### config.mk
export PLATFORM = sky130hd
export DESIGN_NAME = wbu
export DESIGN_NICKNAME = d
export VERILOG_FILES = /design/src/rtl/wbu_pkg.sv /design/src/rtl/wbu_gpr_file.sv /design/src/rtl/wbu.sv
export SDC_FILE = /design/constraint.sdc
export NUM_CORES = 2
export LEC_CHECK = 0
export CAP_MARGIN = 20
export CORE_UTILIZATION = 56
export DETAILED_ROUTE_END_ITERATION = 8
export GPL_TIMING_DRIVEN = 0
export PLACE_DENSITY = 0.73
export SLEW_MARGIN = 15
export SYNTH_ARGS = -nofsm -noshare
export SYNTH_HDL_FRONTEND = slang
export SYNTH_HIERARCHICAL = 1
export SYNTH_SLANG_ARGS = --single-unit
### constraint.sdc
create_clock -name clk -period 2.9 [get_ports clk]
set_input_delay 0.435 -clock clk [delete_from_list [all_inputs] [get_ports clk]]
set_output_delay 0.435 -clock clk [all_outputs]
set_load 0.1 [all_outputs]
### src/rtl/wbu_pkg.sv
// wbu_pkg: shared widths, reset defaults, FSM state encodings and the PC
// increment used by the write-back / commit stage.
package wbu_pkg;

    localparam int              XLEN_DEF     = 32;
    localparam logic [31:0]     RESET_PC_DEF = 32'h8000_0000;
    localparam int              NREGS_DEF    = 32;
    localparam int              REG_IDX_W    = 5;
    localparam int              PC_INC       = 4;

    // Two-state commit FSM: IDLE accepts a packet, HOLD offers the npc to IFU.
    typedef enum logic {
        WBU_IDLE = 1'b0,
        WBU_HOLD = 1'b1
    } wbu_state_e;

endpackage

### src/rtl/wbu_gpr_file.sv
// wbu_gpr_file: architectural GPR array with one synchronous write port and
// two combinational read ports. Index 0 always reads as zero, and a write
// landing in the current cycle is forwarded to a read port asking for it.
module wbu_gpr_file
    import wbu_pkg::*;
#(
    parameter int XLEN  = XLEN_DEF,
    parameter int NREGS = NREGS_DEF
) (
    input  logic                 clk,
    input  logic                 rst,
    input  logic                 we,
    input  logic [REG_IDX_W-1:0] waddr,
    input  logic [XLEN-1:0]      wdata,
    input  logic [REG_IDX_W-1:0] raddr1,
    input  logic [REG_IDX_W-1:0] raddr2,
    output logic [XLEN-1:0]      rdata1,
    output logic [XLEN-1:0]      rdata2
);

    logic [XLEN-1:0] regs [NREGS];
    logic            we_nz;

    // Writes to x0 are dropped here so callers need not filter them.
    assign we_nz = we && (waddr != '0);

    // Register array: cleared on reset, one write per cycle otherwise.
    always_ff @(posedge clk) begin
        if (rst) begin
            for (int i = 0; i < NREGS; i++) begin
                regs[i] <= '0;
            end
        end else if (we_nz) begin
            regs[waddr] <= wdata;
        end
    end

    // Read ports: x0 forced to zero, same-cycle write forwarded.
    always_comb begin
        rdata1 = regs[raddr1];
        rdata2 = regs[raddr2];
        if (we_nz && (waddr == raddr1)) rdata1 = wdata;
        if (we_nz && (waddr == raddr2)) rdata2 = wdata;
        if (raddr1 == '0)               rdata1 = '0;
        if (raddr2 == '0)               rdata2 = '0;
    end

endmodule

### src/rtl/wbu.sv
// wbu: write-back / commit stage. Retires one packet per accept, writes rd
// into the GPR file it owns, resolves the next PC and offers it to IFU.
// Optional build macro WBU_RETIRE_CNT_EN adds a 64-bit retire counter output
// o_retire_cnt that counts post handshakes.
//
// Handshake rules (both sides): a transfer happens on a rising edge where
// valid and ready are both high. The upstream side is ready only in IDLE and
// the downstream side is valid only in HOLD, so at most one instruction
// retires every two cycles; while HOLD waits for i_post_ready, o_wbu_npc and
// o_post_valid stay stable and all packet inputs are ignored.
module wbu
    import wbu_pkg::*;
#(
    parameter int               XLEN     = XLEN_DEF,
    parameter logic [XLEN-1:0]  RESET_PC = RESET_PC_DEF,
    parameter int               NREGS    = NREGS_DEF
) (
    input  logic                 clk,
    input  logic                 rst,
    input  logic                 i_pre_valid,
    output logic                 o_pre_ready,
    output logic                 o_post_valid,
    input  logic                 i_post_ready,
    input  logic [XLEN-1:0]      i_wbu_pc,
    input  logic [XLEN-1:0]      i_wbu_imm,
    input  logic [XLEN-1:0]      i_wbu_rs1,
    input  logic                 i_wbu_is_jal,
    input  logic                 i_wbu_is_jalr,
    input  logic                 i_wbu_brch,
    input  logic [XLEN-1:0]      i_wbu_rd,
    input  logic [REG_IDX_W-1:0] i_wbu_rd_id,
    input  logic                 i_wbu_gpr_wen,
    input  logic [REG_IDX_W-1:0] i_rs1_id,
    input  logic [REG_IDX_W-1:0] i_rs2_id,
    output logic [XLEN-1:0]      o_rs1,
    output logic [XLEN-1:0]      o_rs2,
    output logic [XLEN-1:0]      o_wbu_npc,
`ifdef WBU_RETIRE_CNT_EN
    output logic [63:0]          o_retire_cnt,
`endif
    output wbu_state_e           o_dbg_state
);

    wbu_state_e      state;
    wbu_state_e      state_next;
    logic            accept;
    logic            post_fire;
    logic [XLEN-1:0] npc_reg;
    logic [XLEN-1:0] npc_next;

    // FSM state register.
    always_ff @(posedge clk) begin
        if (rst) state <= WBU_IDLE;
        else     state <= state_next;
    end

    // FSM next state: IDLE->HOLD on accept, HOLD->IDLE on post handshake.
    always_comb begin
        state_next = state;
        case (state)
            WBU_IDLE: if (i_pre_valid)  state_next = WBU_HOLD;
            WBU_HOLD: if (i_post_ready) state_next = WBU_IDLE;
            default:                    state_next = WBU_IDLE;
        endcase
    end

    // FSM outputs and the two handshake strobes.
    always_comb begin
        o_pre_ready  = (state == WBU_IDLE);
        o_post_valid = (state == WBU_HOLD);
        accept       = i_pre_valid  && o_pre_ready;
        post_fire    = o_post_valid && i_post_ready;
    end

    // Next-PC resolution, priority jalr > jal > branch > sequential.
    always_comb begin
        if (i_wbu_is_jalr) begin
            npc_next = (i_wbu_rs1 + i_wbu_imm) & ~XLEN'(1);
        end else if (i_wbu_is_jal || i_wbu_brch) begin
            npc_next = i_wbu_pc + i_wbu_imm;
        end else begin
            npc_next = i_wbu_pc + XLEN'(PC_INC);
        end
    end

    // Capture the resolved npc only at the accept edge.
    always_ff @(posedge clk) begin
        if (rst)         npc_reg <= RESET_PC;
        else if (accept) npc_reg <= npc_next;
    end

    assign o_wbu_npc   = npc_reg;
    assign o_dbg_state = state;

`ifdef WBU_RETIRE_CNT_EN
    logic [63:0] retire_cnt;

    // Retired-instruction counter, wraps naturally at 2^64.
    always_ff @(posedge clk) begin
        if (rst)            retire_cnt <= '0;
        else if (post_fire) retire_cnt <= retire_cnt + 64'd1;
    end

    assign o_retire_cnt = retire_cnt;
`else
    logic unused_post_fire;
    assign unused_post_fire = post_fire;
`endif

    wbu_gpr_file #(
        .XLEN  (XLEN),
        .NREGS (NREGS)
    ) u_gpr (
        .clk    (clk),
        .rst    (rst),
        .we     (accept && i_wbu_gpr_wen),
        .waddr  (i_wbu_rd_id),
        .wdata  (i_wbu_rd),
        .raddr1 (i_rs1_id),
        .raddr2 (i_rs2_id),
        .rdata1 (o_rs1),
        .rdata2 (o_rs2)
    );

endmodule

[After elaboration in Yosys (flattened, before gate mapping)]
Memories as Yosys holds them, arrays and structs flattened.
Cells that the tools add are included.
Cells by class
  mux-type cells: 17
  reductions and logical operators: 10
  bitwise operators: 1
  equality and inequality tests: 2
  $add $sub $neg: 3
Operators with widths (count)
  32-bit two-way mux: 7
  32-bit adder: 2
  32-bit by 3-bit adder with 32-bit output (second input constant): 1
  32-bit OR reduction: 1
  5-bit == test: 2
  5-bit zero test: 2
  1-bit two-way mux: 8
  1-bit logical AND: 5
  5-bit two-way mux: 1
  5-bit nonzero test: 1
  1-bit one-hot mux with 2 select lines: 1
  1-bit logical OR: 1
  1-bit inverter: 1
Storage, ports and cells
  memories: 1
  memory bits (writable): 1024
  register bits: 33
  bits of input ports: 151
  word-level logic and storage cells: 36
Memories
  u_gpr.regs: words 32, width 32, rd ports 2, clocked after Yosys merged registers in 0, write ports 32, RTL line wbu_gpr_file.sv:21  | logic [XLEN-1:0] regs [NREGS];

[Longest topological paths before layout]
  word-level depth: 9
  mapped depth: 11

[Hierarchy]
Netlist, hierarchy kept.
Modules (own cells, without submodules)
  wbu_gpr_file: cells each 3918, area an instance 55723.4 um^2, instances 1
  wbu: cells each 760, area an instance 5420.2 um^2, instances 1

[Worst setup path before layout]
No wires, ideal clock.
  path kind: register -> output
  start point: register state, in the netlist o_dbg_state
  end point: output o_rs2[0]
  data arrival time: 4351 ps
  data required time: 2465 ps
  setup slack: -1886 ps
  stages on the path, launching flop included: 8
  cell sequence: dfxtp_1 -> nor2b_1 -> clkbuf_1 -> buf_1 -> and2_1 -> nand2_1 -> o21ai_2 -> o32ai_1
Between the ends
  word-level cells in the longest chain between the ends: 7
Ends and longest elaborated chain
  start, declared: RTL line wbu.sv:44  | wbu_state_e state;
  start signal, assigned: RTL line wbu.sv:54  | else state <= state_next;
  1-bit inverter
  1-bit logical AND: RTL line wbu.sv:71  | accept = i_pre_valid && o_pre_ready;
  1-bit logical AND: RTL line wbu.sv:116  | .we (accept && i_wbu_gpr_wen),
  1-bit logical AND: RTL line wbu_gpr_file.sv:25  | assign we_nz = we && (waddr != '0);
  1-bit logical AND: RTL line wbu_gpr_file.sv:43  | if (we_nz && (waddr == raddr2)) rdata2 = wdata;
  32-bit two-way mux: RTL line wbu_gpr_file.sv:43
  32-bit two-way mux: RTL line wbu_gpr_file.sv:45  | if (raddr2 == '0) rdata2 = '0;
  end, declared: RTL line wbu.sv:36  | output logic [XLEN-1:0] o_rs2,
No other way between the ends.

[Final worst setup path]
  start point: input i_rs2_id[3]
  end point: output o_rs2[11]
Between the ends
  word-level cells in the longest chain between the ends: 4
  elaborated cells between the ends (all ways): 6
  classes of those cells: 1 x eq/ne; 2 x mux; 2 x reduce/logical; 1 x memory
Ends and longest elaborated chain
  start, declared: RTL line wbu.sv:34  | input logic [REG_IDX_W-1:0] i_rs2_id,
  branches (longest 3 deep; another with memory 32 x 32 bit)
  32-bit two-way mux (*): RTL line wbu_gpr_file.sv:45
Every way passes the cells marked *.

==> results.json <==
{
  "timing.rr.start": "o_dbg_state$_SDFF_PP0_",
  "antenna_found_initial": 13,
  "io_pins": 250,
  "synth_top_area_share": 0.503,
  "fin_tns_setup_ps": -94920,
  "worst_setup_path_start_kind": "input port",
  "clock-sinks": 1057,
  "synth_xor_area_frac": 0.0132,
  "synthAdderAreaFrac": 0.0133,
  "syn_to_final_growth_pct": 23.2,
  "crit_type": "in -> out",
  "syn_area_mm2": 0.0611,
  "max_stage_delay_ps": 680,
  "comb_power_share": 0.224,
  "finalNetCount": 5454,
  "layout_common_cells": "1,024 x edfxtp_1, 969 x and2_1, 359 x mux4_2",
  "finClkSkew_ps": 75.4,
  "violations": "max-capacitance violations, max-slew violations, negative setup slack",
  "clockBufferDepth": 3,
  "synthSimpleGateAreaFrac": 0.144,
  "die_area_mm2": 0.111,
  "postSynthAreaPerCell_um2": 13.1,
  "clk_latency_ps": 770,
  "cts.reportedPaths.clkPinSlew_ps": 60,
  "cts_hold_buf": 0,
  "ff2ff_setup_slack_ps": -330,
  "synth_ff_type": "edfxtp_1",
  "crit_chain": "clkdlybuf4s50_1 -> buf_6 -> nor2_1 -> nand3b_1 -> buf_2 -> o21ai_2 -> a21oi_4 -> buf_12",
  "syn_inst": 4678,
  "grt_pass1_wl_um": 369000,
  "async_reset_ff_frac": 0,
  "dp_hpwl_um": 192000,
  "slew_viol_final": 19,
  "pwr-share-clk": 0.345,
  "drt-initial-drc-count": 8919,
  "crit_path_top_delay_cell": "buf_2",
  "yosysWarningCount": 6,
  "fin_crit_sh": 1.24,
  "wl_per_cell_um": 41.5,
  "worstHoldPathCells": 3,
  "synth.distinct_cells": 91,
  "min_period_ps": 3590,
  "drive_gt1_frac": 0.254,
  "cp-end-kind": "output pin",
  "crit_required_ps": 2470,
  "die_x_um": 332,
  "grt_usage": 0.490,
  "relSlewSlack": -0.0433,
  "synth_compound_area_frac": 0.0828,
  "htreeDepth": 3,
  "muxShareOfSynthArea": 0.197,
  "final_hold_viol_count": 0,
  "synth-seq-area-share": 0.514,
  "layout_setup_ws_ps": -686,
  "reg2reg_depth": 10,
  "seqPwrFrac": 0.431,
  "postRouteAntennaNets": 0,
  "path_max_fanout": 10,
  "core_mm2": 0.108,
  "cts-buffers-inserted": 114,
  "p_int_w": 0.0285,
  "rsz0062_at_grt": "true",
  "initial_utilization": 0.568,
  "synth_edf_count": 1024,
  "root_buffer": "clkbuf_16",
  "drc": 0,
  "worst-endpoint-arrival_ps": 3150,
  "dr_total_vias": 49900,
  "leakagePower_nw": 27.9,
  "worst_pin_slew_ps": 1560,
  "grt_overflow": 0,
  "synth.area.top_cells": "edfxtp_1 50%, mux4_2 13%, and2_1 9.9%",
  "viasPerCell": 7.40,
  "first_global_vias": 46700,
  "fmax_mhz": 279,
  "synth_top_family_by_area": "multiplexers",
  "yosysTopAreaCell": "edfxtp_1",
  "p_switching_w": 0.0126,
  "hold_path_class": "in -> reg",
  "p_sw_frac": 0.307,
  "max_cap_violations": 1,
  "cts_tree": "done",
  "p_per_area_mw_per_mm2": 546,
  "vdd_drop_max_uv": 568,
  "dr.pass1.iters": 8,
  "die-height_um": 332,
  "min_from": "i_pre_valid",
  "grt_max_degree": 33,
  "num_rows": 120,
  "final-setup-viol-count": 742,
  "final_cell_count_no_fill": 6742,
  "gp_congestion": 1.04,
  "dp_cells": 6372,
  "synth_seq_cells": 1057,
  "portBuffers": 242,
  "r2r-end": "u_gpr/regs[10][1]$_SDFFCE_PN0P_",
  "final_common_cell": "edfxtp_1",
  "hold-path-endpoint": "o_dbg_state$_SDFF_PP0_",
  "status": "finished with violations",
  "wirelength_um": 280000
}
power groups by stage:
| stage | Combinational (W) | Sequential (W) | Clock, W |
|---|---|---|---|
| CTS | 0.00846 | 0.0177 | 0.0142 |
| global placement | 0.00756 | 0.0180 | 0 |
| floorplan | 0.00445 | 0.0182 | 0 |
| detailed placement | 0.00764 | 0.0180 | 0 |
| global route | 0.00920 | 0.0178 | 0.0147 |
| finish | 0.00922 | 0.0177 | 0.0142 |
cell usage after synthesis (all sizes together), types with 8 or more instances:
library cell	instances
mux4	367
buf	129
a31oi	13
nand2	194
o21bai	15
o221ai	37
and3	32
a221o	15
nor2b	11
inv	19
a32o	32
o211ai	15
mux2	36
a221oi	40
o21ai	70
or2	40
a22oi	67
a2111oi	8
xnor2	53
nand4	20
a22o	9
xor2	39
a211oi	83
a21o	32
and2	971
nand2b	11
o22ai	39
dfxtp	33
edfxtp	1024
nor2	137
ha	62
clkbuf	323
a21oi	171
nand3	33
a211o	9
mux2i	334
nor3	70
stage by stage:
step	hold WS [ps]	cell area (µm²)	total power [W]	util	setup slack [ps]
final	108	75300	0.0411	0.700	-686
after global routing	171	75300	0.0417	0.700	-558
after CTS	294	73300	0.0403	0.681	-501
after detailed placement	454	66400	0.0257	0.616	-3050
after global placement	447	66000	0.0255	0.613	-3170
after floorplan	524	61800	0.0227	-	-583
layout make-up:
| type | count | area, µm² |
|---|---|---|
| fillers | 7501 | 32300 |
| flip-flops and latches | 1057 | 31400 |
| multi-input cells | 3197 | 29900 |
| repair buffers | 406 | 5100 |
| plain buffers | 444 | 3490 |
| clock buffers | 149 | 3060 |
| well taps | 1403 | 1760 |
| clock inverters | 59 | 480 |
| inverters | 19 | 80.1 |
| diodes | 8 | 20.0 |
critical path: cells and delay by family:
kind | cells | cell delay [ps]
compound gates | 2 | 500
buf+inv | 4 | 1730
simple gates | 2 | 480
cells by family (layout without fill, tap and decap cells):
| group | count (synthesis) | count (layout) |
|---|---|---|
| simple gates | 1552 | 1568 |
| buf+inv | 471 | 1077 |
| xor+xnor | 92 | 92 |
| flops | 1057 | 1057 |
| mux | 737 | 737 |
| other cells | 1 | 40 |
| compound gates | 704 | 704 |
| fa+ha+maj | 64 | 64 |
worst max-delay path by stage:
| stage | startpoint | to | slack [ps] | cells after the start |
|---|---|---|---|---|
| floorplan | i_wbu_rd_id[2] | o_rs2[9] | -580 | 7 |
| global placement | i_rs2_id[2] | o_rs2[30] | -3170 | 9 |
| detailed placement | i_rs2_id[1] | o_rs2[30] | -3050 | 10 |
| CTS | o_dbg_state$_SDFF_PP0_ | o_rs1[11] | -500 | 11 |
| global route | o_dbg_state$_SDFF_PP0_ | o_rs1[11] | -560 | 11 |
| finish | i_rs2_id[3] | o_rs2[11] | -690 | 8 |
registers in the layout, indices dropped and copies added, names as in the netlist:
name	cells
u_gpr/regs	1024
o_wbu_npc	32
o_dbg_state	1
per-layer routing:
metal	GRT usage	share of wire	routed length, µm	vias to the layer above
li1	-	-	-	19000
met4	0.371	0.094	26200	12
met3	0.185	0.17	46200	1181
met1	0.612	0.33	92400	24600
met5	0	0.00067	186	-
met2	0.690	0.41	115000	5085
timing repair:
| item | in CTS | in global routing |
|---|---|---|
| setup endpoints to repair | 2006 | 1838 |
| pin swaps | 31 | 30 |
| buffers inserted | 46 | 87 |
| resized for setup | 1160 | 289 |
| gates cloned | 9 | 16 |
(Power assumes the default switching activity.)
